**config.mk**
```make
export PLATFORM = sky130hd
export DESIGN_NAME = cla_add_arbiter
export DESIGN_NICKNAME = d
export VERILOG_FILES = /design/src/rtl/cla_arb_pkg.sv /design/src/rtl/cla_cout_w.sv /design/src/rtl/cla_add_arbiter.sv
export SDC_FILE = /design/constraint.sdc
export NUM_CORES = 1
export LEC_CHECK = 0
export BUFFER_PORTS_ARGS = -buffer_cell sky130_fd_sc_hd__buf_4
export CELL_PAD_IN_SITES_DETAIL_PLACEMENT = 0
export CELL_PAD_IN_SITES_GLOBAL_PLACEMENT = 1
export CORE_MARGIN = 1.5
export CORE_UTILIZATION = 35
export DETAILED_ROUTE_END_ITERATION = 10
export PLACE_DENSITY_LB_ADDON = 0.1
export SKIP_LAST_GASP = 1
export SYNTH_ARGS = -nofsm -noshare
export SYNTH_HDL_FRONTEND = slang
export SYNTH_SLANG_ARGS = --single-unit
```
**constraint.sdc**
```tcl
create_clock -name clk -period 2.95 [get_ports clk]
set_input_delay 0.1475 -clock clk [delete_from_list [all_inputs] [get_ports clk]]
set_output_delay 0.1475 -clock clk [all_outputs]
set_load 0.005 [all_outputs]
```
**src/rtl/cla_arb_pkg.sv**
```systemverilog
// rtl/cla_arb_pkg.sv - shared defaults, state encoding and counter width for the adder arbiter
package cla_arb_pkg;

    localparam int NREQ_DEFAULT = 4;
    localparam int W_DEFAULT    = 6;
    localparam int OPS_W        = 16;

    // Result slot occupancy; the encoding doubles as res_valid.
    typedef enum logic {
        ST_EMPTY = 1'b0,
        ST_FULL  = 1'b1
    } state_e;

endpackage

```
**src/rtl/cla_cout_w.sv**
```systemverilog
// rtl/cla_cout_w.sv - W-bit carry-lookahead adder, carry-in tied to zero
// Ports:
//   a_i, b_i : operands
//   sum_o    : (a_i + b_i) mod 2^W
//   cout_o   : carry out of bit W-1
module cla_cout_w #(
    parameter int W = 6
) (
    input  logic [W-1:0] a_i,
    input  logic [W-1:0] b_i,
    output logic [W-1:0] sum_o,
    output logic         cout_o
);

    logic [W-1:0] g;
    logic [W-1:0] p;
    logic [W:0]   c;

    assign g = a_i & b_i;
    assign p = a_i ^ b_i;

    // Every carry is a flat sum of generate terms propagated through the
    // bits above them, so no carry depends on a lower carry signal.
    always_comb begin
        logic term;
        logic prod;
        c = '0;
        for (int i = 0; i < W; i++) begin
            term = 1'b0;
            for (int j = 0; j <= i; j++) begin
                prod = g[j];
                for (int k = j + 1; k <= i; k++) begin
                    prod = prod & p[k];
                end
                term = term | prod;
            end
            c[i+1] = term;
        end
    end

    assign sum_o  = p ^ c[W-1:0];
    assign cout_o = c[W];

endmodule

```
**src/rtl/cla_add_arbiter.sv**
```systemverilog
// rtl/cla_add_arbiter.sv - round-robin arbiter sharing one CLA adder among NREQ requesters
// Ports:
//   clk, rst                     : clock, asynchronous active-high reset
//   req_valid/req_a/req_b        : per-requester operand pairs (packed, W bits each)
//   req_ready                    : one-hot combinational grant
//   res_valid/res_sum/res_cout/res_id, res_ready : registered result handshake
//   ops_count                    : completed transfer count (wraps)
module cla_add_arbiter
    import cla_arb_pkg::*;
#(
    parameter int NREQ = NREQ_DEFAULT,
    parameter int W    = W_DEFAULT
) (
    input  logic                      clk,
    input  logic                      rst,
    input  logic [NREQ-1:0]           req_valid,
    input  logic [NREQ*W-1:0]         req_a,
    input  logic [NREQ*W-1:0]         req_b,
    output logic [NREQ-1:0]           req_ready,
    output logic                      res_valid,
    output logic [W-1:0]              res_sum,
    output logic                      res_cout,
    output logic [$clog2(NREQ)-1:0]   res_id,
    input  logic                      res_ready,
    output logic [OPS_W-1:0]          ops_count
);

    localparam int IDW = $clog2(NREQ);

    state_e          state_q, state_d;
    logic [IDW-1:0]  rr_ptr_q, rr_ptr_d;
    logic [W-1:0]    sum_q, sum_d;
    logic            cout_q, cout_d;
    logic [IDW-1:0]  id_q, id_d;
    logic [OPS_W-1:0] ops_q, ops_d;

    logic [IDW-1:0]  winner;
    logic            found;
    logic            slot_free;
    logic            xfer;
    logic [W-1:0]    mux_a, mux_b;
    logic [W-1:0]    add_sum;
    logic            add_cout;

    // Round-robin search starting at rr_ptr_q, wrapping at NREQ.
    always_comb begin
        logic [IDW:0]   pos;
        logic [IDW-1:0] idx;
        found  = 1'b0;
        winner = '0;
        for (int off = 0; off < NREQ; off++) begin
            pos = {1'b0, rr_ptr_q} + (IDW+1)'(off);
            if (pos >= (IDW+1)'(NREQ)) begin
                pos = pos - (IDW+1)'(NREQ);
            end
            idx = pos[IDW-1:0];
            if (!found && req_valid[idx]) begin
                found  = 1'b1;
                winner = idx;
            end
        end
    end

    // A pending result can be replaced in the cycle it is consumed.
    assign slot_free = (state_q == ST_EMPTY) || res_ready;
    assign xfer      = found && slot_free && !rst;

    always_comb begin
        req_ready = '0;
        for (int i = 0; i < NREQ; i++) begin
            req_ready[i] = xfer && (winner == IDW'(i));
        end
    end

    assign mux_a = req_a[winner*W +: W];
    assign mux_b = req_b[winner*W +: W];

    cla_cout_w #(
        .W (W)
    ) u_adder (
        .a_i    (mux_a),
        .b_i    (mux_b),
        .sum_o  (add_sum),
        .cout_o (add_cout)
    );

    always_comb begin
        logic [IDW:0] nxt;
        state_d  = state_q;
        rr_ptr_d = rr_ptr_q;
        sum_d    = sum_q;
        cout_d   = cout_q;
        id_d     = id_q;
        ops_d    = ops_q;
        nxt      = {1'b0, winner} + (IDW+1)'(1);
        if (nxt == (IDW+1)'(NREQ)) begin
            nxt = '0;
        end
        if (xfer) begin
            rr_ptr_d = nxt[IDW-1:0];
            sum_d    = add_sum;
            cout_d   = add_cout;
            id_d     = winner;
            ops_d    = ops_q + OPS_W'(1);
        end
        case (state_q)
            ST_EMPTY: if (xfer) state_d = ST_FULL;
            ST_FULL:  if (res_ready && !xfer) state_d = ST_EMPTY;
            default:  state_d = ST_EMPTY;
        endcase
    end

    always_ff @(posedge clk or posedge rst) begin
        if (rst) begin
            state_q  <= ST_EMPTY;
            rr_ptr_q <= '0;
            sum_q    <= '0;
            cout_q   <= 1'b0;
            id_q     <= '0;
            ops_q    <= '0;
        end else begin
            state_q  <= state_d;
            rr_ptr_q <= rr_ptr_d;
            sum_q    <= sum_d;
            cout_q   <= cout_d;
            id_q     <= id_d;
            ops_q    <= ops_d;
        end
    end

    assign res_valid = (state_q == ST_FULL);
    assign res_sum   = sum_q;
    assign res_cout  = cout_q;
    assign res_id    = id_q;
    assign ops_count = ops_q;

endmodule

```
==> insert_results.sql, run 1 <==
INSERT INTO impl_metrics (metric_group, metric, value, unit) VALUES
('timing', 'setup-violations-final', '0', ''),
('status', 'failed_checks', 'negative hold slack', ''),
('clocking', 'cts_tree', 'yes', ''),
('timing', 'holdWs', '-0.01944', 'ns'),
('layout', 'seqCellArea', '701.9', 'um^2'),
('global_route', 'via_count_of_the_first_global_routing_pass', '1581', ''),
('clocking', 'clkSinkCount', '28', ''),
('yosys', 'yosysWarnings', '0', ''),
('place', 'dpl.cell_count', '340', ''),
('setup_path', 'r2r_slack', '0.21', 'ns'),
('clocking', 'cts.root.buffer_cell', 'clkbuf_8', ''),
('setup_path', 'timing.critical_path.from_type', 'register', ''),
('power_and_ir_drop', 'totalPowerFinal', '1.885', 'mW'),
('timing', 'clock-skew-final', '0.005815', 'ns'),
('global_route', 'grt_first_pass_wirelength', '7051', 'um'),
('setup_path', 'reg2reg_from', 'rr_ptr_q[1]', ''),
('setup_path', 'critical-path-top-delay-family', 'compound AO/OA/AOI/OAI gates', ''),
('clocking', 'clkLatencyLatePin', '0.27', 'ns'),
('yosys', 'gate_count_after_technology_mapping', '189', ''),
('clocking', 'cts-root-to-sink-buffers', '2', ''),
('timing', 'timing.final.crit_period', '2.743', 'ns'),
('setup_path', 'critical_path.n_buffers_inverters', '1', ''),
('clocking', 'clk_transition_reported_paths', '0.10', 'ns'),
('setup_path', 'worst-r2r-cell-count', '13', ''),
('layout', 'layout.cells.most_common_list', '89 x buf_4, 37 x mux2i_1, 27 x dfrtp_1, 18 x nand2_1, 14 x xnor2_1', ''),
('timing', 'maxSlewViolCount', '0', ''),
('yosys', 'synthesis.area_per_instance', '10.22', 'um^2'),
('layout', 'layout-area-overhead-vs-synth', '41.71', '%'),
('setup_path', 'cp.required', '3.10', 'ns'),
('global_route', 'grt_start_max_net_pins', '30', ''),
('run', 'max_cap_viol_count', '0', ''),
('floorplan', 'die-area', '5975', 'um^2'),
('clocking', 'h-tree-depth', '1', ''),
('yosys', 'synthDistinctLibCells', '33', ''),
('setup_path', 'slowest_stage', 'dfrtp_2', ''),
('status', 'status', 'finished with violations', ''),
('power_and_ir_drop', 'p_per_area', '688.4', 'nW/um^2'),
('setup_path', 'critical_path.max_fanout', '14', ''),
('layout', 'multi_input_area', '1150', 'um^2'),
('yosys', 'seq_area_frac_synth', '0.3627', ''),
('layout', 'fin_util', '0.5260', ''),
('routing', 'drtPass1Iterations', '4', ''),
('routing', 'detail_route.wl_per_cell', '12.77', 'um'),
('setup_path', 'worstPathCellList', 'a21oi_1, o21ai_0, o2bb2a_4, buf_12, mux2i_1, mux2i_1, ha_1, ha_1, o21ai_1, nand2b_1, a21oi_1, xor2_1, o21ai_0', ''),
('floorplan', 'floorplan.rows', '26', ''),
('yosys', 'ys_ff_latch', '28', ''),
('routing', 'total_number_of_vias', '1655', ''),
('floorplan', 'die_w', '77.30', 'um'),
('setup_path', 'cp-end-kind', 'register', ''),
('floorplan', 'count_of_boundary_i_o_pins', '85', ''),
('place', 'dp.final_hpwl', '3403', 'um'),
('routing', 'wl', '4431', 'um'),
('min_path', 'worstHoldPathType', 'in2async', ''),
('layout', 'final_common_cell', 'buf_4', ''),
('setup_path', 'critical_path.max_stage_delay', '0.46', 'ns'),
('yosys', 'netlist_area', '1932', 'um^2'),
('layout', 'finish.net_count', '346', ''),
('floorplan', 'height_of_the_die', '77.30', 'um'),
('global_route', 'grt_remaining_overflow', '0', ''),
('layout', 'fillerInstances', '502', ''),
('place', 'globalplace.congestion', '0.7790', ''),
('place', 'placed_area', '2631', 'um^2'),
('routing', 'avgViaCountPerCell', '4.769', ''),
('clocking', 'numCtsBuffers', '3', ''),
('timing', 'report.final.hold_viol_count', '17', ''),
('routing', 'drc', '0', ''),
('floorplan', 'start_util', '0.3712', ''),
('timing', 'worst_slew_pin_slew', '0.5018', 'ns'),
('timing', 'timing.fmax', '364.6', 'MHz'),
('setup_path', 'cp.arrival', '2.89', 'ns'),
('place', 'io_buffers', '84', '');
through the flow:
step	worst slack, ns	hold slack [ns]	TNS (ns)
after floorplan	0.2691	0.2373	0
after global placement	0.1727	0.3000	0
after detailed placement	0.09019	0.3001	0
after CTS	0.06491	0.001332	0
after global routing	-0.003022	-0.002268	-0.003022
final	0.2074	-0.01944	0
cells in the mapped netlist, drive strengths merged:
cell	number	area, um^2
nand2	18	67.56
a22oi	1	7.510
nor3	2	10.01
a21oi	6	30.03
or4	1	11.26
xnor2	14	122.6
and3	1	11.26
mux2i	37	370.4
nand4	8	50.05
o21ai	10	50.04
a211oi	1	7.510
ha	12	150.1
buf	7	61.30
nand3	5	42.54
mux2	2	22.52
inv	8	30.03
o2bb2a	1	10.01
nor2	11	43.80
and4	1	8.760
and2	4	25.02
xor2	5	43.79
o221ai	1	8.760
a21o	1	7.510
dfrtp	28	700.7
nor4	1	6.260
nand2b	2	12.51
fa	1	20.02
area by class of cell:
| type | instances | area share |
|---|---|---|
| clock buffer | 4 | 0.02011 |
| multi-input combinational | 146 | 0.4200 |
| inverter | 8 | 0.01097 |
| tap | 70 | 0.03199 |
| sequential | 28 | 0.2564 |
| timing repair buffer | 91 | 0.2605 |
worst min-delay path, stage by stage:
cell,delay (ns)
buf_4,0.11
inv_1,0.07
buf_4,0.34
metal layers:
layer  global-route usage  vias up  share of wire
li1                     -      845              -
met1               0.1787      757           0.45
met2               0.2535       51           0.48
met3              0.03571        2          0.063
met4              0.03818        0         0.0070
met5                    0        -              0
flip-flops by register name (all words and copies together) (netlist names):
signal and count:
res_valid 1, ops_count 16, res_sum 6, rr_ptr_q 2, res_cout 1, res_id 2
timing repair:
action                     CTS  global route
setup buffers                0             2
setup endpoints to repair    0             3
resized for setup            0             4
hold buffers                 0             0
power by group:
part           leakage, nW  total, mW  switching (mW)  internal [mW]
logic                 1.01       1.04           0.467          0.578
registers            0.352      0.602           0.111          0.491
clock network       0.0288      0.237           0.118          0.119
total                 1.39       1.88           0.695           1.19
worst max-delay path by stage:
stage	endpoint	depth (start not counted)	slack, ns	from
after floorplan	res_sum[4]	13	0.27	rr_ptr_q[1]
after global placement	res_sum[4]	13	0.17	rr_ptr_q[1]
after detailed placement	res_sum[4]	13	0.09	rr_ptr_q[1]
after CTS	res_sum[4]	13	0.06	rr_ptr_q[1]
after global routing	res_sum[4]	13	-0.003	rr_ptr_q[1]
final	res_sum[4]	13	0.21	rr_ptr_q[1]
kinds of logic after synthesis:
kind of cell             synth area share
adder cells (fa/ha/maj)           0.08808
flip-flops                         0.3627
multiplexers                       0.2034
AO/OA/AOI/OAI                     0.06283
buffers and inverters             0.04728
AND/OR/NAND/NOR                    0.1496
XOR/XNOR                          0.08614
(Power assumes the default switching activity.)
==> run 2: changes to the inputs <==
--- a/config.mk
+++ b/config.mk
@@ -8,7 +8,7 @@
 export BUFFER_PORTS_ARGS = -buffer_cell sky130_fd_sc_hd__buf_4
 export CELL_PAD_IN_SITES_DETAIL_PLACEMENT = 0
 export CELL_PAD_IN_SITES_GLOBAL_PLACEMENT = 1
-export CORE_MARGIN = 1.5
+export CORE_MARGIN = 3
 export CORE_UTILIZATION = 35
 export DETAILED_ROUTE_END_ITERATION = 10
 export PLACE_DENSITY_LB_ADDON = 0.1
==> run 2 against run 1 <==
The flow now finishes without violations. Clock skew down 0.00095 ns. Die area grew 7.9%. Design area grew 0.82%. Global-route usage decreased by 0.90 points. Register-to-register slack got worse by 0.06 ns. Non-clock buffer count shrank 1.
==> insert_results.sql, run 2 (synthesis results as in run 1) <==
INSERT INTO impl_metrics (metric_group, metric, value, unit) VALUES
('status', 'status', 'finished, final reports clean', ''),
('global_route', 'via_count_of_the_first_global_routing_pass', '1613', ''),
('power_and_ir_drop', 'sw_pwr', '0.6954', 'mW'),
('routing', 'avgViaCountPerCell', '4.720', ''),
('setup_path', 'cp.required', '3.10', 'ns'),
('power_and_ir_drop', 'sequentialPowerShare', '0.307', ''),
('setup_path', 'critical-path-top-delay-family', 'compound AO/OA/AOI/OAI gates', ''),
('floorplan', 'die_w', '80.30', 'um'),
('clocking', 'clk_transition_reported_paths', '0.10', 'ns'),
('routing', 'wl', '4374', 'um'),
('timing', 'clock-skew-final', '0.004863', 'ns'),
('setup_path', 'cp-end-kind', 'register', ''),
('power_and_ir_drop', 'p_per_area', '706.9', 'nW/um^2'),
('routing', 'postRouteAntennaNets', '0', ''),
('place', 'dp.final_hpwl', '3511', 'um'),
('setup_path', 'critical_path.n_buffers_inverters', '1', ''),
('global_route', 'number_of_antenna_violations_at_the_first_check_in_global_routing', '0', ''),
('clocking', 'cts-root-to-sink-buffers', '2', ''),
('setup_path', 'worst-r2r-cell-count', '13', ''),
('timing', 'timing.max_slew.rel_slack', '0.7133', ''),
('floorplan', 'height_of_the_die', '80.30', 'um'),
('floorplan', 'floorplan.rows', '26', ''),
('clocking', 'cts_tree', 'yes', ''),
('floorplan', 'start_util', '0.3688', ''),
('routing', 'detail_route.wl_per_cell', '12.64', 'um'),
('setup_path', 'r2r-end', 'res_sum[4]', ''),
('layout', 'fillerInstances', '487', ''),
('setup_path', 'setup.worst_path.end', 'res_sum[4]', ''),
('power_and_ir_drop', 'p_leak', '1.396', 'nW'),
('layout', 'largest_register_ffs', '16', ''),
('layout', 'final_common_cell', 'buf_4', ''),
('setup_path', 'critical_path.startpoint', 'rr_ptr_q[1]', ''),
('floorplan', 'fp.coreArea', '5238', 'um^2'),
('run', 'max_cap_viol_count', '0', ''),
('setup_path', 'cp.arrival', '2.95', 'ns'),
('routing', 'drtIter0Drc', '52', ''),
('clocking', 'numCtsBuffers', '3', ''),
('clocking', 'clkLatencyLatePin', '0.27', 'ns'),
('power_and_ir_drop', 'vdd_ir_drop_max', '270.9', 'uV'),
('routing', 'drtPass1Iterations', '4', ''),
('power_and_ir_drop', 'part_of_the_total_power_dissipated_in_combinational_logic', '0.539', ''),
('setup_path', 'r2r_slack', '0.15', 'ns'),
('layout', 'layout.cells.most_common_list', '86 x buf_4, 37 x mux2i_1, 28 x dfrtp_1, 18 x nand2_1, 14 x xnor2_1', ''),
('setup_path', 'timing.critical_path.depth', '13', ''),
('global_route', 'grt_start_max_net_pins', '30', ''),
('setup_path', 'critical_path.max_fanout', '14', ''),
('layout', 'multi_input_area', '1150', 'um^2'),
('power_and_ir_drop', 'sw_frac_of_total', '0.3564', ''),
('timing', 'layout_worst_path_cycle_share', '0.9491', ''),
('layout', 'seqCellArea', '700.7', 'um^2'),
('floorplan', 'count_of_boundary_i_o_pins', '85', ''),
('setup_path', 'reg2reg_from', 'rr_ptr_q[1]', ''),
('layout', 'share_of_post_route_cells_with_drive_strength_above_1', '0.3732', ''),
('layout', 'layout-area-overhead-vs-synth', '42.88', '%'),
('global_route', 'grt_usage', '0.1367', ''),
('setup_path', 'criticalPathCategory', 'reg2reg', ''),
('timing', 'timing.final.crit_period', '2.800', 'ns'),
('clocking', 'cts.root.buffer_cell', 'clkbuf_8', ''),
('power_and_ir_drop', 'p_int', '1.256', 'mW'),
('timing', 'setup-violations-final', '0', ''),
('global_route', 'grt_remaining_overflow', '0', ''),
('timing', 'timing.fmax', '357.1', 'MHz'),
('layout', 'antenna-diode-count', '0', ''),
('setup_path', 'timing.critical_path.from_type', 'register', ''),
('floorplan', 'die-area', '6447', 'um^2'),
('power_and_ir_drop', 'totalPowerFinal', '1.951', 'mW'),
('routing', 'drc', '0', ''),
('timing', 'setup_repair_after_global_routing_missed_its_margin', 'yes', ''),
('setup_path', 'slowest_stage', 'dfrtp_1', ''),
('layout', 'finish.net_count', '345', ''),
('min_path', 'worstHoldPathType', 'in2reg', ''),
('setup_path', 'worstPathCellList', 'a21oi_1, o21ai_0, o2bb2a_2, buf_12, mux2i_1, mux2i_1, ha_1, ha_1, o21ai_2, nand2b_1, a21oi_1, xor2_1, o21ai_0', ''),
('timing', 'maxSlewViolCount', '0', ''),
('place', 'io_buffers', '84', ''),
('timing', 'report.final.hold_viol_count', '0', ''),
('place', 'globalplace.congestion', '0.7443', ''),
('clocking', 'clkSinkCount', '28', ''),
('timing', 'worst_slew_pin_slew', '0.4261', 'ns'),
('clocking', 'h-tree-depth', '1', ''),
('power_and_ir_drop', 'power_frac_clock', '0.155', ''),
('setup_path', 'critical_path.max_stage_delay', '0.44', 'ns'),
('global_route', 'grt_first_pass_wirelength', '7141', 'um'),
('routing', 'total_number_of_vias', '1633', ''),
('layout', 'fin_util', '0.5270', '');
run 2: cell types whose count changed in the layout (fill, tap and decap cells not counted), sizes merged:
| cell | delta |
|---|---|
| clkbuf | -1 |
| dlygate4sd3 | +1 |
| bufinv | +1 |
| buf | -2 |
run 2: repair_timing:
| item | 4_1_cts | 5_1_grt |
|---|---|---|
| resized for setup | 0 | 4 |
| hold buffers | 1 | 0 |
| setup endpoints to repair | 0 | 4 |
| hold endpoints to repair | 23 | 0 |
| buffers inserted | 0 | 0 |
run 2: final cells by class:
cell class | count | area share
multi-input combinational | 146 | 0.4166
timing repair buffer | 90 | 0.2611
sequential | 28 | 0.2539
tap | 70 | 0.03173
clock buffer | 3 | 0.01496
clock inverter | 1 | 0.01088
inverter | 8 | 0.01088
run 2: worst min path at each step:
stage / cells past startpoint / from / endpoint
3_3_place_gp: 3 / rst / rr_ptr_q[0]
3_5_place_dp: 3 / rst / res_valid
2_1_floorplan: 1 / rst / ops_count[0]
6_report: 3 / req_valid[3] / res_valid
4_1_cts: 3 / req_valid[3] / res_valid
5_1_grt: 3 / req_valid[3] / res_valid
run 2: per-stage QoR:
step	worst slack [ns]	instances	TNS (ns)	hold slack [ns]	instance area, um^2
4_1_cts	0.02648	345	0	0.2114	2725
2_1_floorplan	0.2691	189	0	0.2373	1932
5_1_grt	-0.03002	346	-0.03002	0.2377	2760
6_report	0.1500	346	0	0.2005	2760
3_5_place_dp	0.03858	340	0	0.2954	2644
3_3_place_gp	0.1241	340	0	0.2960	2644
run 2: metal layers:
metal	wire [um]	global-route usage	part of all wire
met5	0	0	0
met4	31	0.04054	0.0071
met3	392	0.03027	0.090
met2	1939	0.2127	0.44
met1	2011	0.1889	0.46
run 2: worst min-delay path: cells and delay by family:
kind | cells | cell delay [ns]
AND/OR/NAND/NOR | 1 | 0.06
buffers and inverters | 1 | 0.09
AO/OA/AOI/OAI | 1 | 0.14
run 2: power by group through the flow:
stage | combinational (mW) | sequential [mW] | clock, mW
after floorplan | 0.656 | 0.592 | 0
after global placement | 1.01 | 0.606 | 0
after detailed placement | 1.02 | 0.608 | 0
after CTS | 1.02 | 0.600 | 0.305
after global routing | 1.19 | 0.618 | 0.322
final | 1.05 | 0.598 | 0.302
